--- config.mk ---
export PLATFORM = sky130hd
export DESIGN_NAME = pipe_ctrl_unit_flat
export DESIGN_NICKNAME = d
export VERILOG_FILES = /design/src/rtl/pipe_ctrl_unit_if.sv /design/src/rtl/pipe_ctrl_unit.sv /design/src/flat_wrapper.sv
export SDC_FILE = /design/constraint.sdc
export NUM_CORES = 1
export LEC_CHECK = 0
export BUFFER_PORTS_ARGS = -buffer_cell sky130_fd_sc_hd__buf_2
export CAP_MARGIN = 20
export CORE_MARGIN = 2
export CORE_UTILIZATION = 55
export CTS_CLUSTER_DIAMETER = 80
export DETAILED_ROUTE_END_ITERATION = 10
export MAX_ROUTING_LAYER = met4
export PLACE_DENSITY = 0.84
export SLEW_MARGIN = 10
export SYNTH_ARGS = -nofsm -noshare
export SYNTH_HDL_FRONTEND = slang
export SYNTH_SLANG_ARGS = --single-unit
--- constraint.sdc ---
create_clock -name clk_i -period 3.64 [get_ports clk_i]
set_input_delay 0.364 -clock clk_i [delete_from_list [all_inputs] [get_ports clk_i]]
set_output_delay 0.364 -clock clk_i [all_outputs]
set_load 0.02 [all_outputs]
--- src/rtl/pipe_ctrl_unit_if.sv ---
// ---------------------------------------------------------------------------
// pipe_ctrl_unit_if
// Bundles the ID-stage inputs and the control outputs of pipe_ctrl_unit.
//   master : the pipeline/testbench side (drives the ID fields, reads control)
//   slave  : pipe_ctrl_unit itself
// Signals:
//   valid_i, op_i, rs_i, rt_i, eq_i, stall_i   ID-stage instruction + freeze
//   branch_o, jump_o, flush_o, hz_stall_o      combinational steering
//   ex_ctrl_o, mem_ctrl_o, wb_ctrl_o           staged control word slices
//   illegal_o, ill_cnt_o                       illegal-opcode status
//   stall_cnt_o, flush_cnt_o                   only with CTRL_PERF_CNT_EN
// Handshake: there is no back-pressure. When valid_i is high, the ID
// instruction is taken on a rising edge where stall_i and hz_stall_o are both
// low. Otherwise the same instruction must be presented again.
// ---------------------------------------------------------------------------
interface pipe_ctrl_unit_if #(
    parameter int REG_ADDR_W = 5,
    parameter int ILL_CNT_W  = 8
`ifdef CTRL_PERF_CNT_EN
    ,
    parameter int PERF_CNT_W = 16
`endif
);
    logic                  valid_i;
    logic [5:0]            op_i;
    logic [REG_ADDR_W-1:0] rs_i;
    logic [REG_ADDR_W-1:0] rt_i;
    logic                  eq_i;
    logic                  stall_i;
    logic                  branch_o;
    logic                  jump_o;
    logic                  flush_o;
    logic                  hz_stall_o;
    logic [3:0]            ex_ctrl_o;
    logic [1:0]            mem_ctrl_o;
    logic [1:0]            wb_ctrl_o;
    logic                  illegal_o;
    logic [ILL_CNT_W-1:0]  ill_cnt_o;
`ifdef CTRL_PERF_CNT_EN
    logic [PERF_CNT_W-1:0] stall_cnt_o;
    logic [PERF_CNT_W-1:0] flush_cnt_o;
`endif

    modport master (
        output valid_i, op_i, rs_i, rt_i, eq_i, stall_i,
        input  branch_o, jump_o, flush_o, hz_stall_o,
        input  ex_ctrl_o, mem_ctrl_o, wb_ctrl_o, illegal_o, ill_cnt_o
`ifdef CTRL_PERF_CNT_EN
        ,
        input  stall_cnt_o, flush_cnt_o
`endif
    );

    modport slave (
        input  valid_i, op_i, rs_i, rt_i, eq_i, stall_i,
        output branch_o, jump_o, flush_o, hz_stall_o,
        output ex_ctrl_o, mem_ctrl_o, wb_ctrl_o, illegal_o, ill_cnt_o
`ifdef CTRL_PERF_CNT_EN
        ,
        output stall_cnt_o, flush_cnt_o
`endif
    );
endinterface

--- src/rtl/pipe_ctrl_unit.sv ---
// ---------------------------------------------------------------------------
// pipe_ctrl_unit
// Decodes the ID-stage opcode of a 5-stage MIPS pipeline into branch/jump/
// flush steering and an 8-bit control word. That word is then carried through
// the ID/EX, EX/MEM and MEM/WB control registers. The unit also detects
// load-use hazards, inserts bubbles and counts illegal opcodes.
// Ports:
//   clk_i    clock, all state updates on the rising edge
//   rst_n_i  synchronous active-low reset
//   bus      pipe_ctrl_unit_if.slave (ID fields in, control out)
// Control word: [0] ALUSrc [2:1] ALUOp [3] RegDst [4] MemRead [5] MemWrite
//               [6] RegWrite [7] MemtoReg (1 = ALU result)
// Optional feature macro: CTRL_PERF_CNT_EN adds saturating stall/flush
// cycle counters (stall_cnt_o, flush_cnt_o on the interface).
// ---------------------------------------------------------------------------
module pipe_ctrl_unit #(
    parameter int REG_ADDR_W = 5,
    parameter int ILL_CNT_W  = 8,
    parameter int PERF_CNT_W = 16
) (
    input  logic              clk_i,
    input  logic              rst_n_i,
    pipe_ctrl_unit_if.slave   bus
);
    localparam logic [5:0] OP_R    = 6'b000000;
    localparam logic [5:0] OP_ADDI = 6'b001000;
    localparam logic [5:0] OP_LW   = 6'b100011;
    localparam logic [5:0] OP_SW   = 6'b101011;
    localparam logic [5:0] OP_BEQ  = 6'b000100;
    localparam logic [5:0] OP_J    = 6'b000010;
    localparam logic [5:0] OP_NOP  = 6'b111111;

    if ((REG_ADDR_W < 1) || (ILL_CNT_W < 1) || (PERF_CNT_W < 1)) begin : g_bad_param
        $error("pipe_ctrl_unit: parameter widths must be positive");
    end

    // Stage registers. Each stage keeps only the bits that are still needed
    // downstream: EX/MEM keeps word[7:4] and MEM/WB keeps word[7:6].
    logic [7:0]            idex_q,    idex_d;
    logic [REG_ADDR_W-1:0] idex_rt_q, idex_rt_d;
    logic [3:0]            exmem_q,   exmem_d;
    logic [1:0]            memwb_q,   memwb_d;
    logic                  illegal_q, illegal_d;
    logic [ILL_CNT_W-1:0]  ill_cnt_q, ill_cnt_d;
`ifdef CTRL_PERF_CNT_EN
    logic [PERF_CNT_W-1:0] stall_cnt_q, stall_cnt_d;
    logic [PERF_CNT_W-1:0] flush_cnt_q, flush_cnt_d;
`endif

    logic [7:0] dec_word;
    logic       dec_illegal;
    logic       dec_uses_rt;
    logic       hz_stall;
    logic       branch;
    logic       jump;
    logic       bubble;
    logic       accept;

    // Opcode decode
    always_comb begin
        dec_word    = 8'h00;
        dec_illegal = 1'b0;
        dec_uses_rt = 1'b0;
        unique case (bus.op_i)
            OP_R:    begin dec_word = 8'hCE; dec_uses_rt = 1'b1; end
            OP_ADDI: dec_word = 8'hC1;
            OP_LW:   dec_word = 8'h51;
            OP_SW:   begin dec_word = 8'h21; dec_uses_rt = 1'b1; end
            OP_BEQ:  dec_uses_rt = 1'b1;
            OP_J:    dec_word = 8'h00;
            OP_NOP:  dec_word = 8'h00;
            default: dec_illegal = 1'b1;
        endcase
    end

    // Load-use hazard. A load in EX writes idex_rt, and a zero specifier never
    // creates a dependency because $0 is hard-wired.
    always_comb begin
        hz_stall = bus.valid_i & idex_q[4] & (idex_rt_q != '0) &
                   ((idex_rt_q == bus.rs_i) | ((idex_rt_q == bus.rt_i) & dec_uses_rt));
        branch   = bus.valid_i & (bus.op_i == OP_BEQ) & bus.eq_i & ~hz_stall;
        jump     = bus.valid_i & (bus.op_i == OP_J) & ~hz_stall;
        bubble   = ~bus.valid_i | hz_stall | dec_illegal;
        accept   = bus.valid_i & ~bus.stall_i & ~hz_stall;
    end

    // Next-state logic. stall_i freezes the stage registers and the counters.
    always_comb begin
        idex_d    = idex_q;
        idex_rt_d = idex_rt_q;
        exmem_d   = exmem_q;
        memwb_d   = memwb_q;
        illegal_d = illegal_q;
        ill_cnt_d = ill_cnt_q;
`ifdef CTRL_PERF_CNT_EN
        stall_cnt_d = stall_cnt_q;
        flush_cnt_d = flush_cnt_q;
`endif
        if (!bus.stall_i) begin
            memwb_d   = exmem_q[3:2];
            exmem_d   = idex_q[7:4];
            idex_d    = bubble ? 8'h00 : dec_word;
            idex_rt_d = bubble ? '0 : bus.rt_i;
`ifdef CTRL_PERF_CNT_EN
            if (hz_stall && (stall_cnt_q != {PERF_CNT_W{1'b1}}))
                stall_cnt_d = stall_cnt_q + 1'b1;
            if ((branch || jump) && (flush_cnt_q != {PERF_CNT_W{1'b1}}))
                flush_cnt_d = flush_cnt_q + 1'b1;
`endif
        end
        if (accept && dec_illegal) begin
            illegal_d = 1'b1;
            if (ill_cnt_q != {ILL_CNT_W{1'b1}})
                ill_cnt_d = ill_cnt_q + 1'b1;
        end
    end

    always_ff @(posedge clk_i) begin
        if (!rst_n_i) begin
            idex_q    <= '0;
            idex_rt_q <= '0;
            exmem_q   <= '0;
            memwb_q   <= '0;
            illegal_q <= 1'b0;
            ill_cnt_q <= '0;
`ifdef CTRL_PERF_CNT_EN
            stall_cnt_q <= '0;
            flush_cnt_q <= '0;
`endif
        end else begin
            idex_q    <= idex_d;
            idex_rt_q <= idex_rt_d;
            exmem_q   <= exmem_d;
            memwb_q   <= memwb_d;
            illegal_q <= illegal_d;
            ill_cnt_q <= ill_cnt_d;
`ifdef CTRL_PERF_CNT_EN
            stall_cnt_q <= stall_cnt_d;
            flush_cnt_q <= flush_cnt_d;
`endif
        end
    end

    assign bus.hz_stall_o = hz_stall;
    assign bus.branch_o   = branch;
    assign bus.jump_o     = jump;
    assign bus.flush_o    = branch | jump;
    assign bus.ex_ctrl_o  = idex_q[3:0];
    assign bus.mem_ctrl_o = exmem_q[1:0];
    assign bus.wb_ctrl_o  = memwb_q;
    assign bus.illegal_o  = illegal_q;
    assign bus.ill_cnt_o  = ill_cnt_q;
`ifdef CTRL_PERF_CNT_EN
    assign bus.stall_cnt_o = stall_cnt_q;
    assign bus.flush_cnt_o = flush_cnt_q;
`endif
endmodule

--- src/flat_wrapper.sv ---
// flat-port wrapper written by rule: the top's interface ports become plain ports
module pipe_ctrl_unit_flat 
#(
    parameter int REG_ADDR_W = 5,
    parameter int ILL_CNT_W  = 8,
    parameter int PERF_CNT_W = 16
)
  (clk_i, rst_n_i, bus_valid_i, bus_op_i, bus_rs_i, bus_rt_i, bus_eq_i, bus_stall_i, bus_branch_o, bus_jump_o, bus_flush_o, bus_hz_stall_o, bus_ex_ctrl_o, bus_mem_ctrl_o, bus_wb_ctrl_o, bus_illegal_o, bus_ill_cnt_o);
  pipe_ctrl_unit_if #(.REG_ADDR_W(REG_ADDR_W), .ILL_CNT_W(ILL_CNT_W)) bus_i ();
  input  logic clk_i;
  input  logic rst_n_i;
  input wire logic [$bits(bus_i.valid_i)-1:0] bus_valid_i;
  input wire logic [$bits(bus_i.op_i)-1:0] bus_op_i;
  input wire logic [$bits(bus_i.rs_i)-1:0] bus_rs_i;
  input wire logic [$bits(bus_i.rt_i)-1:0] bus_rt_i;
  input wire logic [$bits(bus_i.eq_i)-1:0] bus_eq_i;
  input wire logic [$bits(bus_i.stall_i)-1:0] bus_stall_i;
  output wire logic [$bits(bus_i.branch_o)-1:0] bus_branch_o;
  output wire logic [$bits(bus_i.jump_o)-1:0] bus_jump_o;
  output wire logic [$bits(bus_i.flush_o)-1:0] bus_flush_o;
  output wire logic [$bits(bus_i.hz_stall_o)-1:0] bus_hz_stall_o;
  output wire logic [$bits(bus_i.ex_ctrl_o)-1:0] bus_ex_ctrl_o;
  output wire logic [$bits(bus_i.mem_ctrl_o)-1:0] bus_mem_ctrl_o;
  output wire logic [$bits(bus_i.wb_ctrl_o)-1:0] bus_wb_ctrl_o;
  output wire logic [$bits(bus_i.illegal_o)-1:0] bus_illegal_o;
  output wire logic [$bits(bus_i.ill_cnt_o)-1:0] bus_ill_cnt_o;
  assign bus_i.valid_i = bus_valid_i;
  assign bus_i.op_i = bus_op_i;
  assign bus_i.rs_i = bus_rs_i;
  assign bus_i.rt_i = bus_rt_i;
  assign bus_i.eq_i = bus_eq_i;
  assign bus_i.stall_i = bus_stall_i;
  assign bus_branch_o = bus_i.branch_o;
  assign bus_jump_o = bus_i.jump_o;
  assign bus_flush_o = bus_i.flush_o;
  assign bus_hz_stall_o = bus_i.hz_stall_o;
  assign bus_ex_ctrl_o = bus_i.ex_ctrl_o;
  assign bus_mem_ctrl_o = bus_i.mem_ctrl_o;
  assign bus_wb_ctrl_o = bus_i.wb_ctrl_o;
  assign bus_illegal_o = bus_i.illegal_o;
  assign bus_ill_cnt_o = bus_i.ill_cnt_o;
  pipe_ctrl_unit #(.REG_ADDR_W(REG_ADDR_W), .ILL_CNT_W(ILL_CNT_W), .PERF_CNT_W(PERF_CNT_W)) u_core (.clk_i(clk_i), .rst_n_i(rst_n_i), .bus(bus_i));
endmodule
==> run summary <==
* **result of the run** finished, final reports clean
* **Reg-to-Reg End** u_core.bus.ill_cnt_o[7]$_SDFFE_PN0P_
* **Worst Path Required** 3.28 ns
* **die outline width** 55.1 um
* **antenna violations before repair** 0
* **synthesized net count** 191
* **count of hold-fix buffers inserted at cts** 0
* **summed negative setup slack over all endpoints** 0 ns
* **Multi-input gate area** 790 um2
* **multiplexer fraction of the synthesized cell area** 4.88%
* **global-route usage over all layers** 22.1%
* **Setup Crit Path Kind** reg -> out
* **leakage power of the design** 0.727 nW
* **Synth Area in Simple Gates** 26.9%
* **worst path bufs/invs** 1
* **final core occ** 66.3%
* **Largest stage delay, worst path** 0.39 ns
* **fill cell count** 226
* **first drt pass iteration count** 4
* **number of global-route vias before repair** 1172
* **Final Routed Wirelength** 3000 um
* **Initial Util** 58.0%
* **global-route wire length before repair** 4800 um
* **Synthesis Warnings** 0
* **unrepaired setup endpoints after global routing** no
* **share of the cycle needed by the critical path after routing** 73.8%
* **number of antenna diodes** 0
* **fraction of layout instances using a drive strength above 1** 26.0%
* **worst reg-to-reg path cell count** 6
* **pin count of the biggest net entering global routing** 25
* **Min Hold Slack** 0.285 ns
* **via count** 1271
* **Chip Height** 55.1 um
* **Congestion Overflow GR** 0
* **max cap viols** 0
* **largest clock skew in the final design** 0.00515 ns
* **instance count of the mapped netlist** 169
* **average cell area after synthesis** 8.50 um2
* **Pins Over Slew Limit** 0
* **routed length per instance** 13.0 um
* **type of origin of the critical path** register
* **Detailed Place HPWL** 2300 um
* **top fanout value on the critical path** 9
* **# rows** 18
* **count of final setup violators** 0
* **worst reg2reg setup slack** 1.52 ns
* **Sequential Area** 520 um2
* **origin of the critical flop-to-flop path** u_core.idex_rt_q[1]$_SDFFE_PN0N_
* **headroom to the max-slew limit** 52.7%
* **worst skew pair latency** 0.32 ns
* **clock-pin transition on the worst setup and hold timing paths** 0.15 ns
* **number of enable-type register cells in the synthesized netlist** 0
* **worst path arrival time** 2.32 ns
* **number of buffer cells added on primary ports** 41
* **CTS Buffer Depth** 2
* **Setup Buffers After CTS** 0
* **post-synthesis xor/xnor area fraction** 6.71%
* **CORE AREA** 2480 um2
* **number of nets still failing antenna checks after routing** 0
* **net total in the final layout** 223
* **Die Outline Area** 3040 um2
* **number of DRC violations after detailed-routing iteration 0** 36
* **ordered cell list for the critical path** nor4_2, a211o_2, o21ai_2, nand2b_4, nor3_1, nor3b_1, buf_2
* **post-synthesis adder-cell area fraction** 1.57%
* **final RePlAce weighted congestion** 0.895
* **standard cell with the maximum stage delay on the critical path** sky130_fd_sc_hd__dfxtp_1
* **via/cell ratio** 5.53
* **number of top-level pins** 42
* **Worst Hold Class** in -> reg
* **PostCTS Resize Cnt** 0
* **final hold violation count** 0
* **Peak VDD IR** 0.000278 V
* **# clock sinks** 26
* **distinct cell type count of the synthesized netlist** 43
* **asr flop ratio synth** 0%
* **fraction of the mapped netlist area in compound gates** 14.9%
* **cts bufs inserted** 3
* **Clock H-tree levels** 1
* **Worst Max-Slew Pin Slew** 0.709 ns
* **endpoint of the worst hold path** u_core.idex_rt_q[4]$_SDFFE_PN0N_
* **leading register cell type out of synthesis** sky130_fd_sc_hd__dfxtp_1
* **combinational family with the most area after synthesis** simple AND/OR/NAND/NOR gates
* **DR DRC count** 0
* **Synth Cell Area** 1440 um2
* **peak clock frequency supported by timing** 0.372 GHz
* **cell type group with the largest total delay on the critical path** simple AND/OR/NAND/NOR gates
* **Clock Root Buffer** sky130_fd_sc_hd__clkbuf_4
* **TritonCTS clock tree** done
* **area added between synthesis and finish** 14.4%
* **portion of the post-synthesis area used by sequential elements** 36.2%
* **CP Capture Type** output pin
* **power per cell area** 337 nW/um2
* **Min Clock Period, post-route** 2.69 ns
* **flip-flop and latch count after synthesis** 26
* **number of stages on the worst hold path** 3
* **hold path startpoint** bus_rt_i[4]
## cells in the mapped netlist, types with 2 or more instances
master	n	area share [%]
sky130_fd_sc_hd__a21oi_1	12	4.2
sky130_fd_sc_hd__a22oi_1	5	2.6
sky130_fd_sc_hd__nor3_1	2	0.70
sky130_fd_sc_hd__nand3_1	7	2.4
sky130_fd_sc_hd__dfxtp_1	26	36
sky130_fd_sc_hd__a21o_1	4	2.1
sky130_fd_sc_hd__nand4_1	2	0.87
sky130_fd_sc_hd__nand2_1	11	2.9
sky130_fd_sc_hd__clkbuf_1	3	0.78
sky130_fd_sc_hd__inv_1	10	2.6
sky130_fd_sc_hd__xnor2_1	4	2.4
sky130_fd_sc_hd__mux2i_1	7	4.9
sky130_fd_sc_hd__nor2_1	17	4.4
sky130_fd_sc_hd__o21a_1	3	1.6
sky130_fd_sc_hd__and3_1	2	0.87
sky130_fd_sc_hd__buf_4	7	3.7
sky130_fd_sc_hd__nor4_1	7	3.0
sky130_fd_sc_hd__xor2_1	7	4.3
sky130_fd_sc_hd__nor3b_1	2	1.0
sky130_fd_sc_hd__or3_1	4	1.7
sky130_fd_sc_hd__nand2b_1	4	1.7
sky130_fd_sc_hd__buf_2	2	0.70
## metal layers
| metal | global-route usage [%] | share of wire (%) | up-vias | routed length, um |
|---|---|---|---|---|
| met3 | 2.96 | 5.1 | 4 | 153 |
| met4 | 6.50 | 0.97 | 0 | 29 |
| li1 | - | - | 646 | - |
| met5 | - | 0 | - | 0 |
| met2 | 41.3 | 51 | 34 | 1540 |
| met1 | 24.3 | 43 | 587 | 1280 |
## worst reg2reg max path, stage by stage (launching register included)
cell and delay, ns:
sky130_fd_sc_hd__dfxtp_1 0.39, sky130_fd_sc_hd__nor4_2 0.36, sky130_fd_sc_hd__a211o_2 0.20, sky130_fd_sc_hd__o21ai_2 0.10, sky130_fd_sc_hd__nor4b_4 0.63, sky130_fd_sc_hd__a21oi_1 0.14, sky130_fd_sc_hd__o21a_1 0.21
## stage by stage
| step | cells | instance area, um2 | total power [mW] | setup WS, ns |
|---|---|---|---|---|
| after CTS | 230 | 1640 | 0.559 | 0.933 |
| final | 230 | 1640 | 0.554 | 0.954 |
| after global placement | 226 | 1590 | 0.357 | 1.44 |
| after floorplan | 169 | 1440 | 0.338 | 1.30 |
| after detailed placement | 226 | 1590 | 0.360 | 1.29 |
| after global routing | 230 | 1640 | 0.576 | 0.796 |
## area by class of cell
class	count	share of cell area, %
Inverter	10	2.28
Tap cell	30	2.28
Clock buffer	3	1.37
Multi-Input combinational cell	119	48.1
Clock inverter	1	1.83
Timing Repair Buffer	41	12.5
Sequential cell	26	31.7
## how the worst max path moves through the flow
stage                                startpoint      endpoint  cells after the start
2_1_floorplan  u_core.idex_rt_q[1]$_SDFFE_PN0N_  bus_branch_o                      7
3_3_place_gp   u_core.idex_rt_q[1]$_SDFFE_PN0N_  bus_branch_o                      7
3_5_place_dp   u_core.idex_rt_q[1]$_SDFFE_PN0N_  bus_branch_o                      7
4_1_cts        u_core.idex_rt_q[1]$_SDFFE_PN0N_  bus_branch_o                      7
5_1_grt        u_core.idex_rt_q[1]$_SDFFE_PN0N_  bus_branch_o                      7
6_report       u_core.idex_rt_q[1]$_SDFFE_PN0N_  bus_branch_o                      7
## report_power, final
part | total [mW] | switching (mW) | internal (mW)
Clock | 0.201 | 0.0897 | 0.111
Combinational | 0.0626 | 0.0372 | 0.0254
Sequential | 0.291 | 0.00281 | 0.288
## sequential cells by signal (all words and copies together), names as in the netlist
signal                cells
u_core.bus.ill_cnt_o      8
u_core.bus.illegal_o      1
u_core.bus.wb_ctrl_o      2
u_core.exmem_q            4
u_core.idex_q             6
u_core.idex_rt_q          5
## cells in the final DEF, fill, tap and decap left out, types with 3 or more instances in the layout
cell type / synthesis / layout
sky130_fd_sc_hd__buf_2: 2 / 41
sky130_fd_sc_hd__dfxtp_1: 26 / 26
sky130_fd_sc_hd__nor2_1: 17 / 17
sky130_fd_sc_hd__a21oi_1: 12 / 12
sky130_fd_sc_hd__nand2_1: 11 / 11
sky130_fd_sc_hd__inv_1: 10 / 10
sky130_fd_sc_hd__xor2_1: 7 / 7
sky130_fd_sc_hd__nand3_1: 7 / 7
sky130_fd_sc_hd__nor4_1: 7 / 7
sky130_fd_sc_hd__mux2i_1: 7 / 7
sky130_fd_sc_hd__a22oi_1: 5 / 5
sky130_fd_sc_hd__xnor2_1: 4 / 4
sky130_fd_sc_hd__or3_1: 4 / 4
sky130_fd_sc_hd__nand2b_1: 4 / 4
sky130_fd_sc_hd__a21o_1: 4 / 4
sky130_fd_sc_hd__o21a_1: 3 / 3
sky130_fd_sc_hd__clkbuf_4: 0 / 3
## cells by family (layout without fill, tap and decap cells)
family | after synthesis | count (layout)
fa+ha+maj | 2 | 2
buf+inv | 24 | 55
simple gates | 67 | 67
mux | 7 | 7
xor+xnor | 11 | 11
compound gates | 32 | 32
flops | 26 | 26
Note: power is estimated with default switching activity, not from simulation.
